**src/rtl/registro_piso_tx.sv**
```systemverilog
// Parallel-in/serial-out transmitter: loads a word, shifts it out MSB-first one bit per i_tick, then pulses o_done.
// Latency: MSB on o_serial the cycle after the load edge; o_done W cycles later with i_tick held high; ready again one cycle after.
// Backpressure: i_load is taken only while o_ready=1; loads while busy are dropped. i_tick paces the bits.
module registro_piso_tx #(
  parameter int REGISTER_WIDTH = 16
) (
  input  logic                      clk,
  input  logic                      rst,
  input  logic                      i_load,
  input  logic [REGISTER_WIDTH-1:0] i_data,
  input  logic                      i_tick,
  output logic                      o_ready,
  output logic                      o_serial,
  output logic                      o_bit_valid,
  output logic                      o_done
);

  localparam int CW = $clog2(REGISTER_WIDTH);

  typedef enum logic [1:0] {
    IDLE  = 2'd0,
    SHIFT = 2'd1,
    DONE  = 2'd2
  } state_t;

  state_t                  state_q, state_d;
  logic [REGISTER_WIDTH-1:0] shreg_q, shreg_d;
  logic [CW-1:0]           count_q, count_d;

  always_ff @(posedge clk or posedge rst) begin
    if (rst) begin
      state_q <= IDLE;
      shreg_q <= '0;
      count_q <= '0;
    end else begin
      state_q <= state_d;
      shreg_q <= shreg_d;
      count_q <= count_d;
    end
  end

  always_comb begin
    state_d = state_q;
    case (state_q)
      IDLE:    if (i_load) state_d = SHIFT;
      SHIFT:   if (i_tick && (count_q == '0)) state_d = DONE;
      DONE:    state_d = IDLE;
      default: state_d = IDLE;
    endcase
  end

  // The counter stops at zero: the final tick moves to DONE instead of decrementing.
  always_comb begin
    shreg_d = shreg_q;
    count_d = count_q;
    if (state_q == IDLE && i_load) begin
      shreg_d = i_data;
      count_d = CW'(REGISTER_WIDTH - 1);
    end else if (state_q == SHIFT && i_tick && (count_q != '0)) begin
      shreg_d = {shreg_q[REGISTER_WIDTH-2:0], 1'b0};
      count_d = count_q - CW'(1);
    end
  end

  always_comb begin
    o_ready     = (state_q == IDLE);
    o_bit_valid = (state_q == SHIFT);
    o_serial    = (state_q == SHIFT) ? shreg_q[REGISTER_WIDTH-1] : 1'b0;
    o_done      = (state_q == DONE);
  end

endmodule

```
**config.mk**
```make
export PLATFORM = sky130hd
export DESIGN_NAME = registro_piso_tx
export DESIGN_NICKNAME = d
export VERILOG_FILES = /design/src/rtl/registro_piso_tx.sv
export SDC_FILE = /design/constraint.sdc
export NUM_CORES = 1
export LEC_CHECK = 0
export CAP_MARGIN = 20
export CORE_MARGIN = 8
export CORE_UTILIZATION = 48
export CTS_CLUSTER_SIZE = 30
export DETAILED_ROUTE_END_ITERATION = 6
export PLACE_DENSITY = 0.82
export SYNTH_ARGS = -nofsm -noshare
export SYNTH_HDL_FRONTEND = slang
export SYNTH_SLANG_ARGS = --single-unit
```
**constraint.sdc**
```tcl
create_clock -name clk -period 2.2 [get_ports clk]
set_input_delay 0.66 -clock clk [delete_from_list [all_inputs] [get_ports clk]]
set_output_delay 0.66 -clock clk [all_outputs]
set_load 0.03 [all_outputs]
```
# Word level (Yosys, flattened, before mapping)
# Cells that the tools add are included.
# word_totals
out_inout_bits	4
mem_bits_ro	0
register_bits	22
wordCells	25
ram_bits	0
mem_count	0
latch_bits	0
# classes
n_mul	0
eq_ne	4
bitwise_logic	0
addsub	1
div_mod_pow	0
order_cmp	0
reduce_logical	9
n_shift	0
muxes	8
# ops
cell	n
$mux W16	2
$mux W4	2
$logic_and A1 B1 Y1	4
$logic_not A4 Y1	1
$mux W2	2
$pmux W2 S2	1
$reduce_bool A4 Y1	1
$sub A4 B1 Y4 const B	1
$eq A2 B1 Y1 const B	1
$eq A2 B2 Y1 const B	1
$logic_not A2 Y1	1
$ne A2 B1 Y1 const B	1
$ne A2 B2 Y1 const B	1
$reduce_and A2 Y1	1
$reduce_bool A2 Y1	1
$mux W1	1

# Longest topological paths before layout
# Gate-level depths: netlist of the first run.
# depth
depth_word	5
ltp_mapped	6

# Worst setup path before layout of the first run
# No wires, ideal clock.
# synth_timing
path_kind	reg2out
from	reg state_q[0]
to	out o_serial
path_buffers	0
slack_ns	0.246
t_required_ns	1.540
stages_incl_launch_ff	3
t_arrival_ns	1.294
path_cell_list	dfrtp_1 -> nor2b_1 -> and2_1
# synth_via
elab_chain_cells	2
# synth_rtl
item	line	rtl
from (decl)	26	state_t state_q, state_d;
from (signal assigned)	36	state_q <= state_d;
$eq A2 B1 Y1	--	
net o_bit_valid	14	output logic o_bit_valid,
$mux W1	68	o_serial = (state_q == SHIFT) ? shreg_q[REGISTER_WIDTH-1] : 1'b0;
to (decl)	13	output logic o_serial,
# The timed path passes the listed nets, and every way through them passes these cells.

# Worst setup path in the final report of the first run
# layout_timing
from	reg state_q[1]
to	out o_serial
# layout_via
elab_chain_cells	2
# layout_rtl
item	line
$eq A2 B1 Y1	68
$mux W1	68
# No other way between the ends.

==> reports/qor.csv, run 1 <==
metric,value,unit
Post-Synthesis Cells,91,
WP buf/inv,1,
Max Root-Sink Buffers,2,
CP arrival,1.42,ns
Root Buffer,clkbuf_4,
Post-synth ARST share,100,%
dpl hpwl,1.64,mm
largest net degree at the start of global routing,23,
run status,finished clean,
Post-CTS Hold Buffers,0,
I/O Pins,24,
NetSw,0.501,mW
Reg power frac,42.8,%
overall power,1.55,mW
first-pass GRT wire length,4.00,mm
leakage,0.663,nW
clock slew at reported path FFs,0.11,ns
CP Launch Type,register,
height of the die,62.9,um
routed vias/inst,5.75,
DR pass1 iterations,4,
Remaining DRCs,0,
Synth top area share,52.2,%
syn avg cell area,11.6,sq um
Tmin final,2.08,ns
Area contributors post-synth,"dfrtp_1 52%, a221o_1 13%, and3_1 8.3%",
crit end category,output pin,
P&R area growth vs syn,28.9,%
fin cells,144,
CTS tree,built,
mapped cell area,1050,sq um
most frequent cell after synthesis,dfrtp_1,
worst clock skew,0.0122,ns
Comb pwr share,37.3,%
DRT Wirelength,2.27,mm
RSZ-0062 raised after global routing,no,
fill count,175,
top_reg_cell synth,dfrtp_1,
FMAX,480,MHz
Worst Hold Class,reg2reg,
CP max-delay cell,dfrtp_1,
antenna fix cells,0,
Overflow after GRT,0,
Fin Setup TNS,0,ns
Pint,1.05,mW
Core ar.,2150,sq um
Initial Util,49.1,%
Yosys reg bits,22,
"Slew Viols, Final",0,
"Max FO, Critical Path",5,
register area share after synthesis,52.2,%
Total Die Area,3950,sq um
Clock Power Share,20.0,%
antenna-violating nets left,0,
max-cap violations,0,
final hold vios,0,
critical path class,reg2out,
# H-tree levels,1,
Least-Margin Pin Slew,0.409,ns
Resize count post-CTS,4,
pre-CTS setup slack,0.113,ns
"EDFF count, synth",0,
TritonCTS Buffers,3,
Worst VDD drop,0.679,mV
vias in the first global route,827,
initial DRC count,28,
routed vias,828,
PD cells,1140,nW/um^2
initial antenna violation count,0,
crit-path leading delay family,flip-flops,
All-Layer GR Usage,12.1,%
Port Buffers,23,
crit-path max cell delay,0.44,ns
GPL Wtd Cong,0.725,
synth cell count leaders,"22 x dfrtp_1, 14 x a221o_1, 14 x and3_1",
Skew-Pair Late Insertion Delay,0.31,ns
layout cell share with drive strength beyond 1,10.3,%
setup bufs post-CTS,0,
Core Rows,17,
YS warnings,0,
synthesized net count,112,
worst path required time,1.54,ns
Die X,62.9,um
critical path cell sequence,nor2b_1 -> and2_1 -> clkdlybuf4s15_1,
placed insts,140,
Rel. slew slack,72.6,%
final setup violating endpoints,0,
Sw Ratio,32.3,%
routed len/inst,15.8,um
fin crit share,94.6,%
setup ws final,0.118,ns
Nets,138,
Hold Worst Slack,0.522,ns
Synth cell types,28,
clock sink total,22,
largest area contributor in the netlist,dfrtp_1,
cell type report:
class / count / area, sq um / area share (%)
clock buffer: 3 / 22.5 / 1.66
clock inverter: 1 / 30.0 / 2.21
inverter: 4 / 15.0 / 1.10
multi-input combinational: 58 / 443 / 32.6
sequential: 22 / 551 / 40.5
tap: 28 / 35.0 / 2.58
timing repair buffer: 28 / 264 / 19.4
worst reg2reg max path, stage by stage, from the launching register on:
cell     delay (ns)
dfrtp_1        0.40
inv_1          0.10
ha_1           0.19
or3b_4         0.50
a21oi_4        0.40
a221o_1        0.23
registers in the layout (all words and copies together) (netlist names):
signal,count
state_q,2
count_q,4
shreg_q,16
through the flow:
step | cell area [sq um] | utilization, %
2_1_floorplan | 1050 | -
3_3_place_gp | 1310 | 61.0
3_5_place_dp | 1310 | 61.0
4_1_cts | 1360 | 63.2
5_1_grt | 1360 | 63.3
6_report | 1360 | 63.3
layer usage:
metal	vias up	global-route usage, %	part of all wire, %
li1	390	-	-
met1	409	15.8	40
met2	26	19.7	54
met3	3	3.41	5.3
met4	0	1.71	0.44
met5	-	0	0
layout by cell type, fill, tap and decap left out, drive strengths merged, types with 2 or more instances in the layout:
cell	n
nor2	2
and2	2
inv	4
nand2	3
nand2b	3
clkbuf	3
buf	5
dfrtp	22
and3	14
nor2b	2
mux2i	2
o21ai	2
a221o	14
nand3	2
a21oi	2
dlygate4sd2	3
clkdlybuf4s50	19
kinds of logic (layout without fill, tap and decap cells):
kind of cell,count (synthesis),after routing,synth area share (%)
AO/OA/AOI/OAI,21,21,18.5
adder cells (fa/ha/maj),1,1,1.19
buffers and inverters,11,36,5.81
flip-flops,22,22,52.2
multiplexers,2,2,1.90
AND/OR/NAND/NOR,34,34,20.4
final timing paths:
| check | start | endpoint | slack (ns) | cells after the start |
|---|---|---|---|---|
| min in group asynchronous | rst | shreg_q[6] | 0.65 | 3 |
| worst max register to register | count_q[0] | shreg_q[2] | 0.31 | 5 |
| worst min-delay path | shreg_q[9] | shreg_q[9] | 0.52 | 1 |
| worst min register to register | shreg_q[9] | shreg_q[9] | 0.52 | 1 |
| worst max-delay path | state_q[1] | o_serial | 0.12 | 3 |
| max in group asynchronous | rst | shreg_q[9] | 1.32 | 3 |
power by group through the flow:
| stage | clock (mW) | combinational (mW) | sequential (mW) |
|---|---|---|---|
| finish | 0.309 | 0.577 | 0.663 |
| global route | 0.334 | 0.636 | 0.680 |
| CTS | 0.318 | 0.581 | 0.659 |
| detailed placement | 0 | 0.598 | 0.663 |
| global placement | 0 | 0.572 | 0.661 |
| floorplan | 0 | 0.433 | 0.641 |
No activity file was read; power rests on OpenSTA's default activity.
==> run 2, diff against run 1 <==
- CORE_MARGIN: 8 -> not set
==> run 2 against run 1 <==
  * Sequential power is essentially flat
  * Sequential share of layout area is 0.99 points higher
  * Non-clock buffer count is the same
  * Power is 9.4% lower
  * Setup slack gained 0.065 ns
  * Final cell count decreased by 1.4%
  * Clock power down 42%
==> reports/qor.csv, run 2 (same netlist as run 1, synthesis figures left out) <==
metric,value,unit,change
placed insts,139,,was 140
Critical Path End,o_bit_valid,,was o_serial
height of the die,48.9,um,was 62.9 um
antenna-violating nets left,0,,unchanged
Remaining DRCs,0,,unchanged
Skew-Pair Late Insertion Delay,0.30,ns,was 0.31 ns
"Slew Viols, Final",0,,unchanged
run status,finished clean,,unchanged
"commonest non-fill, non-tap cell in the layout",dfrtp_1,,unchanged
worst path required time,1.54,ns,about the same
DR pass1 iterations,4,,unchanged
# H-tree levels,1,,unchanged
final setup violating endpoints,0,,unchanged
Nets,138,,unchanged
Final Util,65.7,%,was 63.3%
Worst Hold Class,reg2reg,,unchanged
final hold vios,0,,unchanged
Reg2Reg Setup Slack,0.35,ns,was 0.31 ns
clock slew at reported path FFs,0.11,ns,about the same
fin crit share,91.7,%,was 94.6%
antenna fix cells,0,,unchanged
crit end category,output pin,,unchanged
first-pass GRT wire length,3.63,mm,was 4.00 mm
dpl hpwl,1.40,mm,was 1.64 mm
Overflow after GRT,0,,unchanged
critical path class,reg2out,,unchanged
setup ws final,0.183,ns,was 0.118 ns
FF/Latch Area,551,sq um,unchanged
TritonCTS Buffers,3,,unchanged
R2R Path Start,count_q[0],,unchanged
FMAX,496,MHz,was 480 MHz
overall power,1.40,mW,was 1.55 mW
largest net degree at the start of global routing,23,,unchanged
clock sink total,22,,unchanged
worst clock skew,0.00175,ns,was 0.0122 ns
GPL Wtd Cong,0.767,,was 0.725
Core ar.,2020,sq um,was 2150 sq um
fill count,176,,was 175
max-cap violations,0,,unchanged
Worst VDD drop,0.556,mV,was 0.679 mV
max reg flops,16,,unchanged
Rel. slew slack,73.2,%,was 72.6%
CTS tree,built,,unchanged
vias in the first global route,821,,was 827
pre-CTS setup slack,0.104,ns,was 0.113 ns
fin cells,142,,was 144
Port Buffers,23,,unchanged
Fin Setup TNS,0,ns,unchanged
Reg-to-Reg End,shreg_q[9],,was shreg_q[2]
CP Launch Type,register,,unchanged
P&R area growth vs syn,25.9,%,was 28.9%
initial DRC count,30,,was 28
setup bufs post-CTS,0,,unchanged
leakage,0.662,nW,was 0.663 nW
PD cells,1060,nW/um^2,was 1140 nW/um^2
most frequent cells in the layout,"22 x dfrtp_1, 19 x clkdlybuf4s50_1, 14 x and3_1, 14 x a221o_1, 5 x buf_4",,unchanged
Least-Margin Pin Slew,0.402,ns,was 0.409 ns
layout cell share with drive strength beyond 1,10.4,%,was 10.3%
largest reg by FF count,shreg_q,,unchanged
Tmin final,2.02,ns,was 2.08 ns
RSZ-0062 raised after global routing,no,,unchanged
Die X,48.9,um,was 62.9 um
routed vias/inst,5.80,,was 5.75
Core Rows,16,,was 17
All-Layer GR Usage,19.6,%,was 12.1%
routed vias,824,,was 828
Post-CTS Hold Buffers,0,,unchanged
worst reg2reg path depth,5,,unchanged
Max Root-Sink Buffers,2,,unchanged
initial antenna violation count,0,,unchanged
Worst Setup SP,state_q[0],,was state_q[1]
CP arrival,1.36,ns,was 1.42 ns
Initial Util,52.2,%,was 49.1%
biggest regs,"shreg_q (16), count_q (4), state_q (2)",,unchanged
"Max FO, Critical Path",5,,unchanged
routed len/inst,14.2,um,was 15.8 um
Total Die Area,2390,sq um,was 3950 sq um
I/O Pins,24,,unchanged
Multi-input gate area,443,sq um,unchanged
DRT Wirelength,2.01,mm,was 2.27 mm
Root Buffer,clkbuf_4,,unchanged
run 2: changes by cell type in the layout (fill, tap and decap cells not counted):
cell and delta:
bufinv_16 -1, clkbuf_2 +1, clkdlybuf4s15_1 -1, dlygate4sd2_1 -1
dlymetal6s2s_1 +1
run 2: worst min path at each step:
stage | startpoint | to | slack [ns] | cells after the start
finish | count_q[3] | count_q[3] | 0.52 | 1
global route | count_q[3] | count_q[3] | 0.54 | 1
CTS | shreg_q[7] | shreg_q[7] | 0.52 | 1
detailed placement | shreg_q[7] | shreg_q[7] | 0.49 | 1
global placement | shreg_q[2] | shreg_q[2] | 0.49 | 1
floorplan | count_q[3] | count_q[3] | 0.46 | 1
run 2: layout make-up:
| cell class | instances | share of cell area (%) |
|---|---|---|
| inverter | 4 | 1.13 |
| sequential | 22 | 41.5 |
| tap | 27 | 2.54 |
| timing repair buffer | 28 | 19.8 |
| clock buffer | 3 | 1.70 |
| multi-input combinational | 58 | 33.4 |
run 2: worst max-delay path, cell delays in order (launching register included):
cell	delay [ns]
dfrtp_1	0.43
nor2b_1	0.21
dlygate4sd2_1	0.42
run 2: per-stage QoR:
| step | cell area, sq um | hold WS, ns |
|---|---|---|
| after floorplan | 1050 | 0.462 |
| after global placement | 1310 | 0.488 |
| after detailed placement | 1310 | 0.494 |
| after CTS | 1330 | 0.521 |
| after global routing | 1330 | 0.538 |
| final | 1330 | 0.515 |
run 2: timing repair:
item,CTS,global route
gates cloned,0,0
resized for setup,3,3
pin swaps,0,0
setup endpoints to repair,3,2
run 2: per-layer routing:
metal / vias up / GRT usage (%) / routed length [um]
li1: 391 / - / -
met1: 399 / 27.0 / 937
met2: 30 / 30.3 / 921
met3: 4 / 3.74 / 124
met4: 0 / 8.33 / 27
met5: - / 0 / 0
run 2: power by group:
group	switching [mW]	leakage, nW	total, mW	internal, mW
sequential	0.0987	0.275	0.665	0.567
combinational	0.266	0.373	0.559	0.293
clock	0.115	0.0138	0.179	0.0640
==> run 3, diff against run 2 <==
- ABC_AREA: not set -> 1
- CORE_UTILIZATION: 48 -> 50
- PLACE_DENSITY: 0.82 -> 0.83
==> run 3 against run 2 <==
  * Register-to-register slack gained 0.35 ns
  * Global-route usage grew 1.6 points
  * First-iteration DRC count shrank 37%
  * Sequential cell count is the same
  * Sequential power grew 3.6%
  * Die area grew 8.0%
  * Core utilization grew 0.90 points
  * Clock skew grew 0.0063 ns
  * Worst hold slack lost 0.011 ns
  * Maximum frequency shrank 2.9%
  * Combinational power grew 43%
  * Setup slack lost 0.060 ns
  * Largest cell class unchanged
==> reports/qor.csv, run 3 <==
metric,value,unit,change
All-Layer GR Usage,21.2,%,was 19.6%
RSZ-0062 raised after global routing,no,,unchanged
Area contributors post-synth,"dfrtp_1 46%, nand3_1 16%, nand2_1 15%",,"was dfrtp_1 52%, a221o_1 13%, and3_1 8.3%"
height of the die,50.8,um,was 48.9 um
GPL Wtd Cong,0.767,,about the same
initial antenna violation count,0,,unchanged
antenna-violating nets left,0,,unchanged
worst path required time,1.54,ns,about the same
Remaining DRCs,0,,unchanged
P&R area growth vs syn,24.9,%,was 25.9%
Total Die Area,2580,sq um,was 2390 sq um
final setup violating endpoints,0,,unchanged
setup ws final,0.123,ns,was 0.183 ns
critical path class,reg2out,,unchanged
first-pass GRT wire length,4.13,mm,was 3.63 mm
Core ar.,2230,sq um,was 2020 sq um
Max Root-Sink Buffers,2,,unchanged
FMAX,481,MHz,was 496 MHz
final hold vios,0,,unchanged
Post-CTS Hold Buffers,0,,unchanged
routed vias/inst,4.99,,was 5.80
YS warnings,0,,unchanged
clock sink total,22,,unchanged
R2R Path Start,count_q[0],,unchanged
worst clock skew,0.00810,ns,was 0.00175 ns
"EDFF count, synth",0,,unchanged
Die X,50.8,um,was 48.9 um
pre-CTS setup slack,0.189,ns,was 0.104 ns
clock slew at reported path FFs,0.12,ns,was 0.11 ns
Reg2Reg Setup Slack,0.70,ns,was 0.35 ns
max-cap violations,0,,unchanged
most frequent cell after synthesis,nand2_1,,was dfrtp_1
Reg-to-Reg End,count_q[3],,was shreg_q[9]
Worst VDD drop,0.716,mV,was 0.556 mV
TritonCTS Buffers,3,,unchanged
worst reg2reg path depth,7,,was 5
"commonest non-fill, non-tap cell in the layout",nand2_1,,was dfrtp_1
Overflow after GRT,0,,unchanged
CP arrival,1.42,ns,was 1.36 ns
Resize count post-CTS,4,,was 3
routed len/inst,10.8,um,was 14.2 um
DR pass1 iterations,4,,unchanged
Tmin final,2.08,ns,was 2.02 ns
Hold Worst Slack,0.504,ns,was 0.515 ns
Core Rows,17,,was 16
most frequent cells in the layout,"49 x nand2_1, 37 x nand3_1, 22 x inv_1, 22 x dfrtp_1, 19 x clkdlybuf4s50_1",,"was 22 x dfrtp_1, 19 x clkdlybuf4s50_1, 14 x and3_1, 14 x a221o_1, 5 x buf_4"
largest net degree at the start of global routing,27,,was 23
DRT Wirelength,2.32,mm,was 2.01 mm
Critical Path End,o_serial,,was o_bit_valid
Worst Setup SP,state_q[1],,was state_q[0]
Initial Util,53.3,%,was 52.2%
Least-Margin Pin Slew,0.410,ns,was 0.402 ns
synthesized net count,184,,was 112
# H-tree levels,1,,unchanged
leakage,0.775,nW,was 0.662 nW
fin crit share,94.4,%,was 91.7%
largest area contributor in the netlist,dfrtp_1,,unchanged
Post-Synthesis Cells,163,,was 91
biggest regs,"shreg_q (16), count_q (4), state_q (2)",,unchanged
Nets,209,,was 138
mapped cell area,1190,sq um,was 1050 sq um
I/O Pins,24,,unchanged
dpl hpwl,1.66,mm,was 1.40 mm
Yosys reg bits,22,,unchanged
"Slew Viols, Final",0,,unchanged
Skew-Pair Late Insertion Delay,0.31,ns,was 0.30 ns
initial DRC count,19,,was 30
Root Buffer,clkbuf_4,,unchanged
CTS tree,built,,unchanged
Worst Hold Class,reg2reg,,unchanged
syn avg cell area,7.30,sq um,was 11.6 sq um
crit end category,output pin,,unchanged
antenna fix cells,0,,unchanged
Fin Setup TNS,0,ns,unchanged
Port Buffers,23,,unchanged
critical path cell sequence,inv_1 -> nand2_2 -> nor2_1 -> dlygate4sd2_1,,was nor2b_1 -> dlygate4sd2_1
PD cells,1210,nW/um^2,was 1060 nW/um^2
run status,finished clean,,unchanged
routed vias,1072,,was 824
vias in the first global route,1017,,was 821
CP Launch Type,register,,unchanged
setup bufs post-CTS,0,,unchanged
Post-synth ARST share,100,%,unchanged
register area share after synthesis,46.3,%,was 52.2%
"Max FO, Critical Path",4,,was 5
synth cell count leaders,"49 x nand2_1, 37 x nand3_1, 22 x dfrtp_1, 22 x inv_1, 15 x nor2_1",,"was 22 x dfrtp_1, 14 x a221o_1, 14 x and3_1"
Synth top area share,46.3,%,was 52.2%
max reg flops,16,,unchanged
layout cell share with drive strength beyond 1,8.02,%,was 10.4%
largest reg by FF count,shreg_q,,unchanged
crit-path max cell delay,0.44,ns,was 0.43 ns
Synth cell types,16,,was 28
CP max-delay cell,dfrtp_1,,unchanged
Rel. slew slack,72.6,%,was 73.2%
top_reg_cell synth,dfrtp_1,,unchanged
-- run 3: changes by cell type after synthesis, moves of 3 or more --
cell and change:
inv_1 +18, a221o_1 -14, buf_2 +3, nor2_1 +13, nand2_1 +46, nand3_1 +35, clkbuf_1 -3, and3_1 -14
nand2_2 +3, nand2b_1 -3
-- run 3: worst max-delay path, delay by kind of cell (launching register included) --
family / cells / cell delay (ns)
flip-flops: 1 / 0.44
AND/OR/NAND/NOR: 2 / 0.18
buffers and inverters: 2 / 0.49
-- run 3: area by class of cell --
type / count / area, sq um
clock buffers: 3 / 22.5
clock inverters: 1 / 30.0
fillers: 191 / 747
inverters: 23 / 86.3
multi-input cells: 111 / 507
flip-flops and latches: 22 / 551
well taps: 28 / 35.0
repair buffers: 27 / 255
-- run 3: layer usage --
| layer | routed length (um) | vias to the layer above | GRT usage [%] |
|---|---|---|---|
| met1 | 1030 | 492 | 25.5 |
| met2 | 1190 | 23 | 38.2 |
| met4 | 23 | 0 | 7.41 |
| met3 | 70 | 4 | 3.03 |
| met5 | 0 | - | 0 |
| li1 | - | 553 | - |
-- run 3: report_power, final --
group / internal (mW) / leakage [nW] / switching (mW) / total [mW]
clock: 0.184 / 0.0279 / 0.124 / 0.309
sequential: 0.584 / 0.273 / 0.105 / 0.689
combinational: 0.303 / 0.474 / 0.499 / 0.802
total: 1.07 / 0.775 / 0.729 / 1.80
-- run 3: worst min-delay path by stage --
stage | from | to | slack (ns) | depth (start not counted)
final | count_q[0] | count_q[0] | 0.50 | 2
after global routing | shreg_q[0] | shreg_q[0] | 0.55 | 2
after detailed placement | count_q[0] | count_q[0] | 0.48 | 2
after floorplan | count_q[0] | count_q[0] | 0.45 | 2
after global placement | count_q[0] | count_q[0] | 0.47 | 2
after CTS | count_q[0] | count_q[0] | 0.51 | 2
-- run 3: cell families after synthesis --
logic type | synth area share (%)
DFF | 46.3
adders and majority gates | 1.05
and+or+nand+nor | 41.1
AOI/OAI and AO/OA | 0.420
buffers and inverters | 11.1
-- run 3: per-stage QoR --
stage / cell area [sq um] / power, mW / util [%] / instances
3_3_place_gp: 1440 / 1.48 / 64.4 / 211
3_5_place_dp: 1440 / 1.52 / 64.4 / 211
5_1_grt: 1490 / 1.98 / 66.6 / 215
2_1_floorplan: 1190 / 1.32 / - / 163
6_report: 1490 / 1.80 / 66.6 / 215
4_1_cts: 1490 / 1.81 / 66.6 / 215
